===== config.mk =====
export PLATFORM = sky130hd
export DESIGN_NAME = gpo_event_capture_flat
export DESIGN_NICKNAME = d
export VERILOG_FILES = /design/src/rtl/gpo_event_pkg.sv /design/src/rtl/gpo_event_capture_if.sv /design/src/rtl/gpo_event_fifo.sv /design/src/rtl/gpo_event_capture.sv /design/src/flat_wrapper.sv
export SDC_FILE = /design/constraint.sdc
export NUM_CORES = 1
export LEC_CHECK = 0
export CAP_MARGIN = 20
export CORE_AREA = 2 2 134 266
export CTS_BUF_LIST = sky130_fd_sc_hd__clkbuf_4
export CTS_CLUSTER_DIAMETER = 100
export CTS_CLUSTER_SIZE = 30
export DETAILED_ROUTE_END_ITERATION = 10
export DIE_AREA = 0 0 136 268
export HOLD_SLACK_MARGIN = 0.15
export PLACE_DENSITY = 0.75
export SKIP_LAST_GASP = 1
export SLEW_MARGIN = 20
export SYNTH_ARGS = -nofsm -noshare
export SYNTH_HDL_FRONTEND = slang
export SYNTH_SLANG_ARGS = --single-unit
export TNS_END_PERCENT = 5

===== constraint.sdc =====
create_clock -name XCLK -period 7.85 [get_ports XCLK]
set_input_delay 1.9625 -clock XCLK [delete_from_list [all_inputs] [get_ports XCLK]]
set_output_delay 1.9625 -clock XCLK [all_outputs]
set_load 0.01 [all_outputs]

===== src/rtl/gpo_event_pkg.sv =====
// rtl/gpo_event_pkg.sv - shared constants, entry type and helpers for GPO event capture
package gpo_event_pkg;
    localparam int GPO_W        = 32;
    localparam int DEPTH_DEF    = 8;
    localparam int TS_WIDTH_DEF = 16;
    localparam logic [7:0] DROP_MAX = 8'd255;

    typedef struct packed {
        logic [TS_WIDTH_DEF-1:0] ev_time;
        logic [GPO_W-1:0]        ev_data;
    } gpo_entry_t;

    function automatic logic [7:0] sat_inc8(input logic [7:0] v);
        return (v == DROP_MAX) ? v : v + 8'd1;
    endfunction
endpackage


===== src/rtl/gpo_event_capture_if.sv =====
// rtl/gpo_event_capture_if.sv - event stream handshake between capture block and consumer
interface gpo_event_capture_if
    import gpo_event_pkg::*;
#(
    parameter int TS_WIDTH = TS_WIDTH_DEF
);
    logic                ev_valid;
    logic                ev_ready;
    logic [GPO_W-1:0]    ev_data;
    logic [TS_WIDTH-1:0] ev_time;

    modport master (output ev_valid, output ev_data, output ev_time, input  ev_ready);
    modport slave  (input  ev_valid, input  ev_data, input  ev_time, output ev_ready);
endinterface


===== src/rtl/gpo_event_fifo.sv =====
// rtl/gpo_event_fifo.sv - synchronous first-word-fall-through FIFO with flush and level
module gpo_event_fifo #(
    parameter int DEPTH = 8,
    parameter int W     = 48
) (
    input  logic                   clk,
    input  logic                   rst,
    input  logic                   flush,
    input  logic                   push,
    input  logic [W-1:0]           push_data,
    input  logic                   pop,
    output logic [W-1:0]           head,
    output logic                   full,
    output logic                   empty,
    output logic [$clog2(DEPTH):0] level
);
    localparam int AW = $clog2(DEPTH);
    localparam logic [AW:0] FULL_LVL = (AW+1)'(DEPTH);

    logic [W-1:0] mem_q [DEPTH];
    logic [AW:0]  wr_ptr_q, wr_ptr_d;
    logic [AW:0]  rd_ptr_q, rd_ptr_d;
    logic         do_push, do_pop;

    assign level   = wr_ptr_q - rd_ptr_q;
    assign empty   = (wr_ptr_q == rd_ptr_q);
    assign full    = (level == FULL_LVL);
    assign do_pop  = pop && !empty;
    // A pop frees the slot in the same cycle, so a full FIFO still accepts.
    assign do_push = push && (!full || do_pop);

    always_comb begin
        wr_ptr_d = wr_ptr_q;
        rd_ptr_d = rd_ptr_q;
        if (flush) begin
            wr_ptr_d = '0;
            rd_ptr_d = '0;
        end else begin
            if (do_push) wr_ptr_d = wr_ptr_q + 1'b1;
            if (do_pop)  rd_ptr_d = rd_ptr_q + 1'b1;
        end
    end

    always_ff @(posedge clk) begin
        if (rst) begin
            wr_ptr_q <= '0;
            rd_ptr_q <= '0;
        end else begin
            wr_ptr_q <= wr_ptr_d;
            rd_ptr_q <= rd_ptr_d;
        end
    end

    always_ff @(posedge clk) begin
        if (do_push && !flush) mem_q[wr_ptr_q[AW-1:0]] <= push_data;
    end

    assign head = empty ? '0 : mem_q[rd_ptr_q[AW-1:0]];
endmodule


===== src/rtl/gpo_event_capture.sv =====
// rtl/gpo_event_capture.sv - timestamps every GPO bus change and queues it for a consumer
module gpo_event_capture
    import gpo_event_pkg::*;
#(
    parameter int DEPTH    = DEPTH_DEF,
    parameter int TS_WIDTH = TS_WIDTH_DEF
) (
    input  logic                     XCLK,
    input  logic                     XRESET,
    input  logic [GPO_W-1:0]         XGPO,
    input  logic                     XREADY,
    input  logic                     clear,
    gpo_event_capture_if.master      ev,
    output logic [$clog2(DEPTH):0]   ev_level,
    output logic                     overflow,
    output logic [7:0]               drop_count
);
    typedef struct packed {
        logic [TS_WIDTH-1:0] ev_time;
        logic [GPO_W-1:0]    ev_data;
    } entry_t;

    logic [TS_WIDTH-1:0] ts_cnt_q, ts_cnt_d;
    logic [TS_WIDTH-1:0] ts_q, ts_d;
    logic [GPO_W-1:0]    gpo_q, gpo_d;
    logic                rdy_q, rdy_d;
    logic [GPO_W-1:0]    gpo_last_q, gpo_last_d;
    logic                overflow_q, overflow_d;
    logic [7:0]          drop_count_q, drop_count_d;

    logic   is_event, drop, full, empty;
    entry_t push_entry, head_entry;

    assign is_event   = rdy_q && (gpo_q != gpo_last_q);
    // Full with a pop pending is not a drop; the FIFO takes both.
    assign drop       = is_event && !clear && full && !ev.ev_ready;
    assign push_entry = '{ev_time: ts_q, ev_data: gpo_q};

    always_comb begin
        ts_cnt_d     = ts_cnt_q + 1'b1;
        ts_d         = ts_cnt_q;
        gpo_d        = XGPO;
        rdy_d        = XREADY;
        gpo_last_d   = is_event ? gpo_q : gpo_last_q;
        overflow_d   = overflow_q;
        drop_count_d = drop_count_q;
        if (clear) begin
            overflow_d   = 1'b0;
            drop_count_d = '0;
        end else if (drop) begin
            overflow_d   = 1'b1;
            drop_count_d = sat_inc8(drop_count_q);
        end
    end

    always_ff @(posedge XCLK) begin
        if (XRESET) begin
            ts_cnt_q     <= '0;
            ts_q         <= '0;
            gpo_q        <= '0;
            rdy_q        <= 1'b0;
            gpo_last_q   <= '0;
            overflow_q   <= 1'b0;
            drop_count_q <= '0;
        end else begin
            ts_cnt_q     <= ts_cnt_d;
            ts_q         <= ts_d;
            gpo_q        <= gpo_d;
            rdy_q        <= rdy_d;
            gpo_last_q   <= gpo_last_d;
            overflow_q   <= overflow_d;
            drop_count_q <= drop_count_d;
        end
    end

    gpo_event_fifo #(
        .DEPTH (DEPTH),
        .W     ($bits(entry_t))
    ) u_fifo (
        .clk       (XCLK),
        .rst       (XRESET),
        .flush     (clear),
        .push      (is_event),
        .push_data (push_entry),
        .pop       (ev.ev_ready),
        .head      (head_entry),
        .full      (full),
        .empty     (empty),
        .level     (ev_level)
    );

    assign ev.ev_valid = !empty;
    assign ev.ev_data  = head_entry.ev_data;
    assign ev.ev_time  = head_entry.ev_time;
    assign overflow    = overflow_q;
    assign drop_count  = drop_count_q;
endmodule

===== src/flat_wrapper.sv =====
// flat-port wrapper written by rule: the top's interface ports become plain ports
module gpo_event_capture_flat import gpo_event_pkg::*;
#(
    parameter int DEPTH    = DEPTH_DEF,
    parameter int TS_WIDTH = TS_WIDTH_DEF
)
  (XCLK, XRESET, XGPO, XREADY, clear, ev_level, overflow, drop_count, ev_ev_valid, ev_ev_data, ev_ev_time, ev_ev_ready);
  gpo_event_capture_if #(.TS_WIDTH(TS_WIDTH)) ev_i ();
  input  logic XCLK;
  input  logic XRESET;
  input  logic [GPO_W-1:0] XGPO;
  input  logic XREADY;
  input  logic clear;
  output logic [$clog2(DEPTH):0] ev_level;
  output logic overflow;
  output logic [7:0] drop_count;
  output wire logic [$bits(ev_i.ev_valid)-1:0] ev_ev_valid;
  output wire logic [$bits(ev_i.ev_data)-1:0] ev_ev_data;
  output wire logic [$bits(ev_i.ev_time)-1:0] ev_ev_time;
  input wire logic [$bits(ev_i.ev_ready)-1:0] ev_ev_ready;
  assign ev_ev_valid = ev_i.ev_valid;
  assign ev_ev_data = ev_i.ev_data;
  assign ev_ev_time = ev_i.ev_time;
  assign ev_i.ev_ready = ev_ev_ready;
  gpo_event_capture #(.DEPTH(DEPTH), .TS_WIDTH(TS_WIDTH)) u_core (.XCLK(XCLK), .XRESET(XRESET), .XGPO(XGPO), .XREADY(XREADY), .clear(clear), .ev(ev_i), .ev_level(ev_level), .overflow(overflow), .drop_count(drop_count));
endmodule

==> results of run 1 <==
[synth_stat cells, types with 2 or more instances]
cell,count
a21oi_1,11
and2_1,3
and3_1,9
and3_2,3
and4_1,6
buf_1,7
buf_2,8
clkbuf_1,35
dfxtp_1,117
edfxtp_1,384
ha_1,7
inv_1,10
mux2i_1,83
mux4_2,96
nand2_1,18
nand3_1,14
nand4_1,6
nor2_1,108
nor2b_1,49
nor3_1,2
nor4_1,8
nor4b_1,2
o21ai_0,6
o31ai_1,3
or3_1,6
or4_1,3
xnor2_1,8
xor2_1,40
[how the worst min path moves through the flow]
stage | startpoint | to | slack [ns] | cells past startpoint
after floorplan | u_core.ts_cnt_q[0]$_SDFF_PP0_ | u_core.ts_cnt_q[0]$_SDFF_PP0_ | 0.42 | 1
after global placement | u_core.ts_cnt_q[0]$_SDFF_PP0_ | u_core.ts_cnt_q[0]$_SDFF_PP0_ | 0.43 | 1
after detailed placement | u_core.ts_cnt_q[0]$_SDFF_PP0_ | u_core.ts_cnt_q[0]$_SDFF_PP0_ | 0.44 | 1
after CTS | u_core.ts_cnt_q[0]$_SDFF_PP0_ | u_core.ts_cnt_q[0]$_SDFF_PP0_ | 0.49 | 1
after global routing | u_core.ts_cnt_q[0]$_SDFF_PP0_ | u_core.ts_cnt_q[0]$_SDFF_PP0_ | 0.51 | 1
final | u_core.ts_cnt_q[0]$_SDFF_PP0_ | u_core.ts_cnt_q[0]$_SDFF_PP0_ | 0.50 | 1
[cell families after synthesis]
logic type | after synthesis | synth area share (%)
DFF | 501 | 72.8
and+or+nand+nor | 245 | 6.59
muxes | 179 | 15.7
xor gates and xnor gates | 48 | 2.21
adders and majority gates | 8 | 0.565
buffers and inverters | 61 | 1.27
AOI/OAI and AO/OA | 27 | 0.841
[critical path: cells and delay by family (launching register included)]
kind | cells | cell delay (ns)
flops | 1 | 1.12
buf+inv | 2 | 1.02
mux | 2 | 0.63
simple gates | 1 | 0.08
[area by class of cell]
class	count	area, um2
multi-input combinational	507	4990
fill	2565	13500
clock inverter	1	11.3
antenna	1	2.50
tap	441	552
timing repair buffer	108	1070
inverter	10	37.5
clock buffer	35	263
sequential	501	13900
[state kept, by name, indices dropped and copies added (netlist names), named ones only]
signal	flops
u_core.u_fifo.mem_q	384
u_core.gpo_last_q	32
u_core.gpo_q	32
u_core.ts_cnt_q	16
u_core.ts_q	16
u_core.drop_count	8
u_core.u_fifo.rd_ptr_q	4
u_core.u_fifo.wr_ptr_q	4
u_core.overflow	1
u_core.rdy_q	1
[where the power goes]
group	internal (mW)	leakage (nW)	switching [mW]
registers	2.87	4.51	0.0366
logic	0.0712	2.12	0.0711
clock network	0.202	0.167	0.696
[stage by stage]
stage,setup WS (ns),cells,util (%),setup TNS (ns),cell area [um2]
floorplan,-0.0976,1069,-,-9.37,19100
global placement,2.77,1566,59.7,0,20500
detailed placement,2.77,1566,59.7,0,20500
CTS,1.85,1602,60.5,0,20800
global route,1.87,1604,60.6,0,20800
finish,2.17,1604,60.6,0,20800
[per-layer routing]
| metal | routed length [um] | up-vias |
|---|---|---|
| met3 | 1420 | 35 |
| met5 | 0 | - |
| met1 | 14200 | 4813 |
| li1 | - | 4248 |
| met2 | 20000 | 231 |
| met4 | 739 | 0 |
==> summary.md, run 1 <==
| Metric | Value |
|---|---|
| Share of synthesized area occupied by flip-flops and latches | 72.8% |
| Clk slew on worst S/H paths | 0.28 ns |
| Clk buf depth | 3 |
| Worst slew pin tran | 1.12 ns |
| Critical Path RT | 5.89 ns |
| Warnings from Yosys | 0 |
| Main synth FF type | edfxtp_1 |
| Final setup vio count | 0 |
| Yosys reg bits | 501 |
| Slew headroom | 25.6% |
| Antenna violations before repair | 1 |
| Row cnt | 96 |
| Grt peak-use layer | met2 |
| Final Hold Viols | 0 |
| Die area | 36400 um2 |
| Largest area contributor in the netlist | edfxtp_1 |
| Leak pwr | 6.80 nW |
| Worst hold margin | 0.495 ns |
| Met2 Usage GRT | 38.3% |
| Area contributors post-synth | edfxtp_1 (61%), dfxtp_1 (12%), mux4_2 (11%) |
| First-pass GRT wire length | 55800 um |
| Postcts setup bufs | 0 |
| CTS tree | yes |
| Starting DRT DRC Count | 767 |
| Clock latency at the later pin of the worst-skew pair | 0.80 ns |
| Layout area overhead | 9.19% |
| Worst reg2reg path endpoint | u_core.u_fifo.mem_q[1][13]$_DFFE_PP_ |
| Pwr/cell area | 190 nW/um2 |
| CTS root buf | clkbuf_4 |
| CTS sink count | 501 |
| Post-Syn Area | 19100 um2 |
| CTS Buf Count | 20 |
| Die width | 136 um |
| GPL Wtd Cong | 0.795 |
| Peak VDD IR | 0.157 mV |
| Worst Hold Class | reg -> reg |
| Post-DRT Antenna Nets | 0 |
| Netlist cell types | 45 |
| Vias in the first global route | 9719 |
| CP Capture Point | ev_ev_data[11] |
| DRC | 0 |
| Slew Limit Fails | 0 |
| Nets | 1193 |
| Core area | 34400 um2 |
| Mapped Avg Cell Area | 17.8 um2 |
| WL final | 36300 um |
| Pwr Total | 3.94 mW |
| M3 GR Usage | 1.79% |
| Worst Clk Skew | 0.0483 ns |
| RR Startpoint | u_core.u_fifo.wr_ptr_q[0]$_SDFFE_PP0P_ |
| Tmin final | 5.68 ns |
| Via count | 9327 |
| FMAX | 176 MHz |
| Status | completed |
| Setup crit start kind | flip-flop |
| Commonest non-fill, non-tap cells in the layout | edfxtp_1 (384), dfxtp_1 (114), nor2_1 (107), clkdlybuf4s50_1 (97), mux4_2 (96) |
| Post-CTS sizing | 0 |
| Routed vias/inst | 5.81 |
| Final period utilization | 72.4% |
| Flop-to-flop setup slack | 4.21 ns |
| Wire length per cell | 22.7 um |
| Final HPWL DP | 20800 um |
| Met1 usage | 25.4% |
| H-tree depth | 1 |
| Slowest cell on the critical path | dfxtp_4 |
| Hold-fix buffers, CTS | 0 |
| Die height | 268 um |
| Initial Utilization | 55.5% |
| Syn Inst Count | 1069 |
| RSZ-0062 raised after global routing | false |
| Share of Yosys cell area claimed by the top area cell type | 60.5% |
| Max_cap viols | 0 |
| IO Pins | 99 |
| Ratio of cells with drive above 1 in the final layout | 14.3% |
| Worst Reg-to-Reg Cells | 8 |
| Input/output buffers | 98 |
| Async SR Flop Fraction | 0% |
| Kind of critical path | reg -> out |
| Most common cell after layout, fill and taps aside | edfxtp_1 |
| DRT Pass-1 Iters | 7 |
| Cell Chain, Critical Path | buf_4 -> mux4_2 -> mux2i_1 -> nor2_1 -> clkdlybuf4s50_1 |
| Critical Path AT | 3.72 ns |
| Congestion Overflow GR | 0 |
| Crit path max fanout | 73 |
| EDFF count, synth | 384 |
| Post-synthesis net count | 1114 |
| Largest net degree at the start of global routing | 74 |
| Global Route Usage Sum | 20.6% |
| Critical Path End Type | output port |
| Max stage delay on crit path | 1.12 ns |
No activity file was read; power rests on OpenSTA's default activity.
==> inputs of run 2 (changes only) <==
==> constraint.sdc (replaced) <==
create_clock -name XCLK -period 4.7 [get_ports XCLK]
set_input_delay 1.175 -clock XCLK [delete_from_list [all_inputs] [get_ports XCLK]]
set_output_delay 1.175 -clock XCLK [all_outputs]
set_load 0.01 [all_outputs]
==> summary.md, run 2 (synthesized netlist as in run 1, its figures left out) <==
| Metric | Value |
|---|---|
| Pwr/cell area | 313 nW/um2 (+65%) |
| IO Pins | 99 (unchanged) |
| Slew Limit Fails | 0 (unchanged) |
| Leak pwr | 6.92 nW (+1.8%) |
| DRC | 0 (unchanged) |
| Die area | 36400 um2 (unchanged) |
| Clock latency at the later pin of the worst-skew pair | 0.78 ns (-0.02 ns) |
| Initial Utilization | 55.5% (unchanged) |
| CTS Buf Count | 20 (unchanged) |
| Clk slew on worst S/H paths | 0.27 ns (about the same) |
| CTS root buf | clkbuf_4 |
| Crit path max fanout | 15 (-79%) |
| Hold-fix buffers, CTS | 0 (unchanged) |
| Largest net degree at the start of global routing | 53 (-28%) |
| Commonest non-fill, non-tap cells in the layout | edfxtp_1 (384), dfxtp_1 (114), nor2_1 (107), clkdlybuf4s50_1 (97), mux4_2 (96) |
| Final TNS setup | 0 ns (unchanged) |
| Worst slew pin tran | 0.954 ns (-0.162 ns) |
| Routed vias/inst | 5.85 (+0.67%) |
| Input/output buffers | 98 (unchanged) |
| Vias in the first global route | 9770 (+0.52%) |
| WL final | 37100 um (+2.2%) |
| Row cnt | 96 (unchanged) |
| Worst slack, placed | 0.933 ns (-1.84 ns) |
| Flop-to-flop setup slack | 0.97 ns (-3.24 ns) |
| Max_cap viols | 0 (unchanged) |
| Design Area, Final | 21100 um2 (+1.2%) |
| Antenna violations before repair | 1 (unchanged) |
| FMAX | 220 MHz |
| Final core occ | 61.3% (+0.73 points) |
| Most common cell after layout, fill and taps aside | edfxtp_1 |
| Final worst slack | 0.149 ns (-2.02 ns) |
| Final setup vio count | 0 (unchanged) |
| DRT Pass-1 Iters | 6 (-1) |
| Critical Path AT | 3.38 ns (-0.34 ns) |
| Worst Clk Skew | 0.0406 ns (-0.00762 ns) |
| Final Hold Viols | 0 (unchanged) |
| Layout area overhead | 10.5% |
| Final period utilization | 96.8% |
| Slew headroom | 36.2% (+11 points) |
| First-pass GRT wire length | 56400 um (+1.2%) |
| Setup crit start kind | flip-flop |
| Congestion Overflow GR | 0 (unchanged) |
| GPL Wtd Cong | 0.801 (+0.79%) |
| Status | completed |
| Kind of critical path | reg -> out |
| CTS sink count | 501 (unchanged) |
| Critical Path RT | 3.52 ns (-2.37 ns) |
| Slowest cell on the critical path | dfxtp_1 |
| H-tree depth | 1 (unchanged) |
| Placed cell areas | 20800 um2 (+1.2%) |
| Final HPWL DP | 22500 um (+8.5%) |
| Nets | 1211 (+1.5%) |
| Worst hold margin | 0.500 ns (+0.00497 ns) |
| Core area | 34400 um2 (unchanged) |
| # fillers | 2559 (-0.23%) |
| Via count | 9495 (+1.8%) |
| Global Route Usage Sum | 20.7% (+0.13 points) |
| Post-DRT Antenna Nets | 0 (unchanged) |
| Starting DRT DRC Count | 797 (+3.9%) |
| Clk buf depth | 3 (unchanged) |
| Critical Path End Type | output port |
| CTS tree | yes |
| Die width | 136 um (unchanged) |
| Max FFs per register | 384 (unchanged) |
| Die height | 268 um (unchanged) |
| Cell Chain, Critical Path | inv_1 -> ha_1 -> nand3_1 -> nor2_4 -> buf_4 -> nor2_1 -> clkdlybuf4s50_1 |
| Peak VDD IR | 0.276 mV (+75%) |
| Ratio of cells with drive above 1 in the final layout | 15.6% (+1.3 points) |
| Tmin final | 4.55 ns |
| Max stage delay on crit path | 0.50 ns (-0.62 ns) |
| Wire length per cell | 22.9 um (+1.0%) |
| Worst Hold Class | reg -> reg |
==> run 2: cell types whose count changed in the layout (fill, tap and decap cells not counted), moves of 4 or more <==
cell,delta
buf_12,+9
buf_4,+8
and4_4,-4
and4_2,+4
==> run 2: timing repair <==
action	CTS	global route
setup endpoints to repair	0	30
resized for setup	0	0
buffers inserted	0	1
==> run 2: final cells by class <==
type / count / area, um2 / share of cell area (%)
Antenna cell: 1 / 2.50 / 0.0119
Clock buffer: 35 / 263 / 1.25
Clock inverter: 1 / 11.3 / 0.0535
Inverter: 10 / 37.5 / 0.178
Multi-Input combinational cell: 508 / 5000 / 23.7
Sequential cell: 501 / 13900 / 65.9
Tap cell: 441 / 552 / 2.62
Timing Repair Buffer: 125 / 1310 / 6.20
==> run 2: final timing paths <==
path | startpoint | end | cells after the start
worst max-delay path | u_core.u_fifo.wr_ptr_q[0]$_SDFFE_PP0P_ | ev_ev_data[17] | 7
worst max register to register | u_core.u_fifo.wr_ptr_q[0]$_SDFFE_PP0P_ | u_core.u_fifo.mem_q[5][3]$_DFFE_PP_ | 10
worst min-delay path | u_core.ts_cnt_q[0]$_SDFF_PP0_ | u_core.ts_cnt_q[0]$_SDFF_PP0_ | 1
worst min register to register | u_core.ts_cnt_q[0]$_SDFF_PP0_ | u_core.ts_cnt_q[0]$_SDFF_PP0_ | 1
==> run 2: per-layer routing <==
| layer | wire, um | share of wire, % | global-route usage, % |
|---|---|---|---|
| met5 | 0 | 0 | 0 |
| met2 | 19900 | 54 | 37.1 |
| met4 | 1290 | 3.5 | 7.18 |
| met1 | 14200 | 38 | 26.1 |
| met3 | 1670 | 4.5 | 2.13 |
==> run 2: worst max-delay path, delay by kind of cell, from the launching register on <==
kind          cells  cell delay, ns
fa+ha+maj         1            0.32
flops             1            0.50
buf+inv           3            0.91
simple gates      3            0.86
==> run 2: per-stage QoR <==
stage,total power [mW],instances
floorplan,5.06,1069
global placement,5.18,1583
detailed placement,5.19,1583
CTS,6.64,1619
global route,6.80,1622
finish,6.59,1622
==> run 2: power breakdown <==
part | internal [mW] | total, mW | switching [mW]
Combinational | 0.125 | 0.252 | 0.127
Clock | 0.337 | 1.49 | 1.15
Sequential | 4.79 | 4.85 | 0.0592
==> inputs of run 3 (changes only) <==
--- a/config.mk
+++ b/config.mk
@@ -5,15 +5,16 @@
 export SDC_FILE = /design/constraint.sdc
 export NUM_CORES = 1
 export LEC_CHECK = 0
+export ABC_AREA = 1
 export CAP_MARGIN = 20
-export CORE_AREA = 2 2 134 266
+export CORE_AREA = 2 2 135 269
 export CTS_BUF_LIST = sky130_fd_sc_hd__clkbuf_4
 export CTS_CLUSTER_DIAMETER = 100
 export CTS_CLUSTER_SIZE = 30
 export DETAILED_ROUTE_END_ITERATION = 10
-export DIE_AREA = 0 0 136 268
+export DIE_AREA = 0 0 137 271
 export HOLD_SLACK_MARGIN = 0.15
-export PLACE_DENSITY = 0.75
+export PLACE_DENSITY = 0.76
 export SKIP_LAST_GASP = 1
 export SLEW_MARGIN = 20
 export SYNTH_ARGS = -nofsm -noshare
==> summary.md, run 3 <==
| Metric | Value |
|---|---|
| Clock network fraction of design power | 22.3% (-0.3 points) |
| Crit path top cell by count | inv_1 |
| Die height | 271 um (+1.1%) |
| Area contributors post-synth | edfxtp_1 (59%), dfxtp_1 (12%), nor2_1 (8.3%) |
| Slew headroom | 41.7% (+5.5 points) |
| Final setup vio count | 0 (unchanged) |
| CTS tree | yes |
| Final HPWL DP | 25000 um (+11%) |
| Post-DRT Antenna Nets | 0 (unchanged) |
| Clk buf depth | 3 (unchanged) |
| Combinational family with the most area after synthesis | simple AND/OR/NAND/NOR gates |
| Kind of critical path | reg -> out |
| Cell Chain, Critical Path | inv_1 -> ha_1 -> nand2_1 -> inv_1 -> nand3_2 -> buf_8 -> o21ai_0 -> a31oi_2 -> clkdlybuf4s50_1 |
| GPL Wtd Cong | 0.795 (-0.74%) |
| Critical Path End Type | output port |
| Syn Inst Count | 1716 (+61%) |
| Compound-Gate Fraction of Synth Area | 11.1% (+10 points) |
| Postcts setup bufs | 0 (unchanged) |
| Mapped Avg Cell Area | 11.4 um2 (-36%) |
| DRC | 0 (unchanged) |
| Yosys reg bits | 501 (unchanged) |
| Area of the multi-input gates | 4900 um2 (-1.9%) |
| # fillers | 2748 (+7.4%) |
| Crit path buf inv count | 4 (+1) |
| Crit path max fanout | 24 (+9) |
| Most common cell in the netlist | nor2_1 |
| Antenna violations before repair | 1 (unchanged) |
| CTS Buf Count | 20 (unchanged) |
| Final worst slack | 0.0842 ns (-0.0645 ns) |
| Starting DRT DRC Count | 1306 (+64%) |
| Post-synth top cells | nor2_1 (429), edfxtp_1 (384), o21ai_0 (271) |
| Via count | 12800 (+35%) |
| Sequential share of power | 72.4% (-1.2 points) |
| Clk slew on worst S/H paths | 0.28 ns (about the same) |
| Die area | 37100 um2 (+1.9%) |
| Input/output buffers | 98 (unchanged) |
| Hold-fix buffers, CTS | 0 (unchanged) |
| Worst slew pin tran | 0.874 ns (-0.0800 ns) |
| Final period utilization | 98.2% (+1.4 points) |
| RSZ-0062 raised after global routing | true |
| Routed vias/inst | 5.74 (-1.9%) |
| Status | completed |
| Max FFs per register | 384 (unchanged) |
| Critical Path RT | 3.52 ns (about the same) |
| Max stage delay on crit path | 0.60 ns (+0.10 ns) |
| Netlist cell types | 39 (-13%) |
| Ratio of cells with drive above 1 in the final layout | 6.11% (-9.5 points) |
| Final TNS setup | 0 ns (unchanged) |
| CP delay by family, top | buffers and inverters |
| Clock latency at the later pin of the worst-skew pair | 0.79 ns (about the same) |
| Most common cell after layout, fill and taps aside | nor2_1 |
| Critical Path AT | 3.44 ns (+0.06 ns) |
| Async SR Flop Fraction | 0% (unchanged) |
| CTS sink count | 501 (unchanged) |
| Xor/xnor share of the synthesized area | 1.52% (-0.69 points) |
| Post-synthesis net count | 1761 (+58%) |
| Setup crit start kind | flip-flop |
| Largest net degree at the start of global routing | 115 (+120%) |
| IO Pins | 99 (unchanged) |
| Congestion Overflow GR | 0 (unchanged) |
| Worst Clk Skew | 0.0492 ns (+0.00858 ns) |
| EDFF count, synth | 384 (unchanged) |
| FMAX | 217 MHz (-1.4%) |
| Row cnt | 97 (+1.0%) |
| Wire length per cell | 19.2 um (-16%) |
| Mux contribution to synthesized area | 0% (-16 points) |
| Slowest cell on the critical path | clkdlybuf4s50_1 |
| Main synth FF type | edfxtp_1 |
| Post-synthesis adder-cell area fraction | 0.552% (-0.013 points) |
| Initial Utilization | 55.8% (+0.36 points) |
| Share of Yosys cell area claimed by the top area cell type | 59.1% (-1.4 points) |
| Leak pwr | 7.35 nW (+6.2%) |
| Layout area overhead | 9.40% |
| Die width | 137 um (+0.74%) |
| Logic gate share of total power | 5.3% (+1.5 points) |
| Peak VDD IR | 0.211 mV (-23%) |
| Post-synthesis simple-gate area fraction | 11.7% (+5.1 points) |
| Global Route Usage Sum | 23.0% (+2.3 points) |
| Register area | 13900 um2 (unchanged) |
| Tmin final | 4.62 ns (+0.0645 ns) |
| Switching Power | 1.43 mW (+7.1%) |
| Post-CTS sizing | 3 (+3) |
| Vias in the first global route | 12900 (+32%) |
| First-pass GRT wire length | 66200 um (+17%) |
| H-tree depth | 1 (unchanged) |
| Core area | 35000 um2 (+1.7%) |
| Worst slack, placed | 0.679 ns (-0.255 ns) |
| Slew Limit Fails | 0 (unchanged) |
| Warnings from Yosys | 0 (unchanged) |
| DRT Pass-1 Iters | 7 (+1) |
| Largest area contributor in the netlist | edfxtp_1 |
| WL final | 42700 um (+15%) |
| CTS root buf | clkbuf_4 |
| Pwr/cell area | 315 nW/um2 (+0.59%) |
| Commonest non-fill, non-tap cells in the layout | nor2_1 (424), edfxtp_1 (384), o21ai_0 (271), dfxtp_1 (112), clkdlybuf4s50_1 (97) |
| Worst Hold Class | reg -> reg |
| Switching part of the total | 21.3% (+1.0 points) |
| P_int | 5.28 mW (+0.66%) |
| Pwr Total | 6.72 mW (+2.0%) |
| Post-Syn Area | 19500 um2 (+2.4%) |
| Final Hold Viols | 0 (unchanged) |
| Nets | 1814 (+50%) |
| Share of synthesized area occupied by flip-flops and latches | 71.1% (-1.7 points) |
| Max_cap viols | 0 (unchanged) |
## run 3: changes by cell type in the layout (fill, tap and decap cells not counted), moves of 75 or more
cell	change
inv_1	+83
mux2i_1	-83
mux4_2	-96
nand2_1	+75
nor2_1	+317
o21ai_0	+265
## run 3: per-stage QoR
stage / area [um2] / std cells / hold slack [ns] / utilization [%]
global placement: 21000 / 2192 / 0.427 / 60.2
finish: 21300 / 2229 / 0.469 / 61.1
global route: 21300 / 2229 / 0.487 / 61.1
detailed placement: 21000 / 2192 / 0.440 / 60.2
CTS: 21300 / 2228 / 0.475 / 61.0
floorplan: 19500 / 1716 / 0.417 / -
## run 3: logic make-up after synthesis
logic type | after synthesis
AO/OA/AOI/OAI | 406
flip-flops | 501
AND/OR/NAND/NOR | 569
XOR/XNOR | 33
adder cells (fa/ha/maj) | 8
buffers and inverters | 199
## run 3: final timing paths
path / startpoint / to / slack [ns] / cells past startpoint
worst min-delay path: u_core.ts_cnt_q[0]$_SDFF_PP0_ / u_core.ts_cnt_q[0]$_SDFF_PP0_ / 0.47 / 1
worst max register to register: u_core.gpo_q[1]$_SDFF_PP0_ / u_core.u_fifo.mem_q[7][11]$_DFFE_PP_ / 1.25 / 13
worst min register to register: u_core.ts_cnt_q[0]$_SDFF_PP0_ / u_core.ts_cnt_q[0]$_SDFF_PP0_ / 0.47 / 1
worst max-delay path: u_core.u_fifo.rd_ptr_q[2]$_SDFFE_PP0N_ / ev_ev_data[0] / 0.08 / 9
## run 3: layout make-up
| type | count | area share [%] |
|---|---|---|
| clock buffers | 35 | 1.23 |
| repair buffers | 128 | 6.25 |
| flip-flops and latches | 501 | 65.1 |
| clock inverters | 1 | 0.0528 |
| well taps | 445 | 2.61 |
| inverters | 102 | 1.82 |
| diodes | 1 | 0.0117 |
| multi-input cells | 1016 | 23.0 |
## run 3: power by group through the flow
stage	clock network, mW	registers, mW	logic (mW)
floorplan	0	4.93	0.212
global placement	0	4.95	0.345
detailed placement	0	4.95	0.356
CTS	1.52	4.86	0.358
global route	1.67	4.87	0.395
finish	1.50	4.86	0.356
## run 3: layer usage
layer | global-route usage [%] | share of wire [%] | up-vias
met5 | 0 | 0 | -
li1 | - | - | 6035
met4 | 10.9 | 4.0 | 0
met2 | 41.8 | 54 | 413
met3 | 2.12 | 4.3 | 102
met1 | 26.9 | 37 | 6250
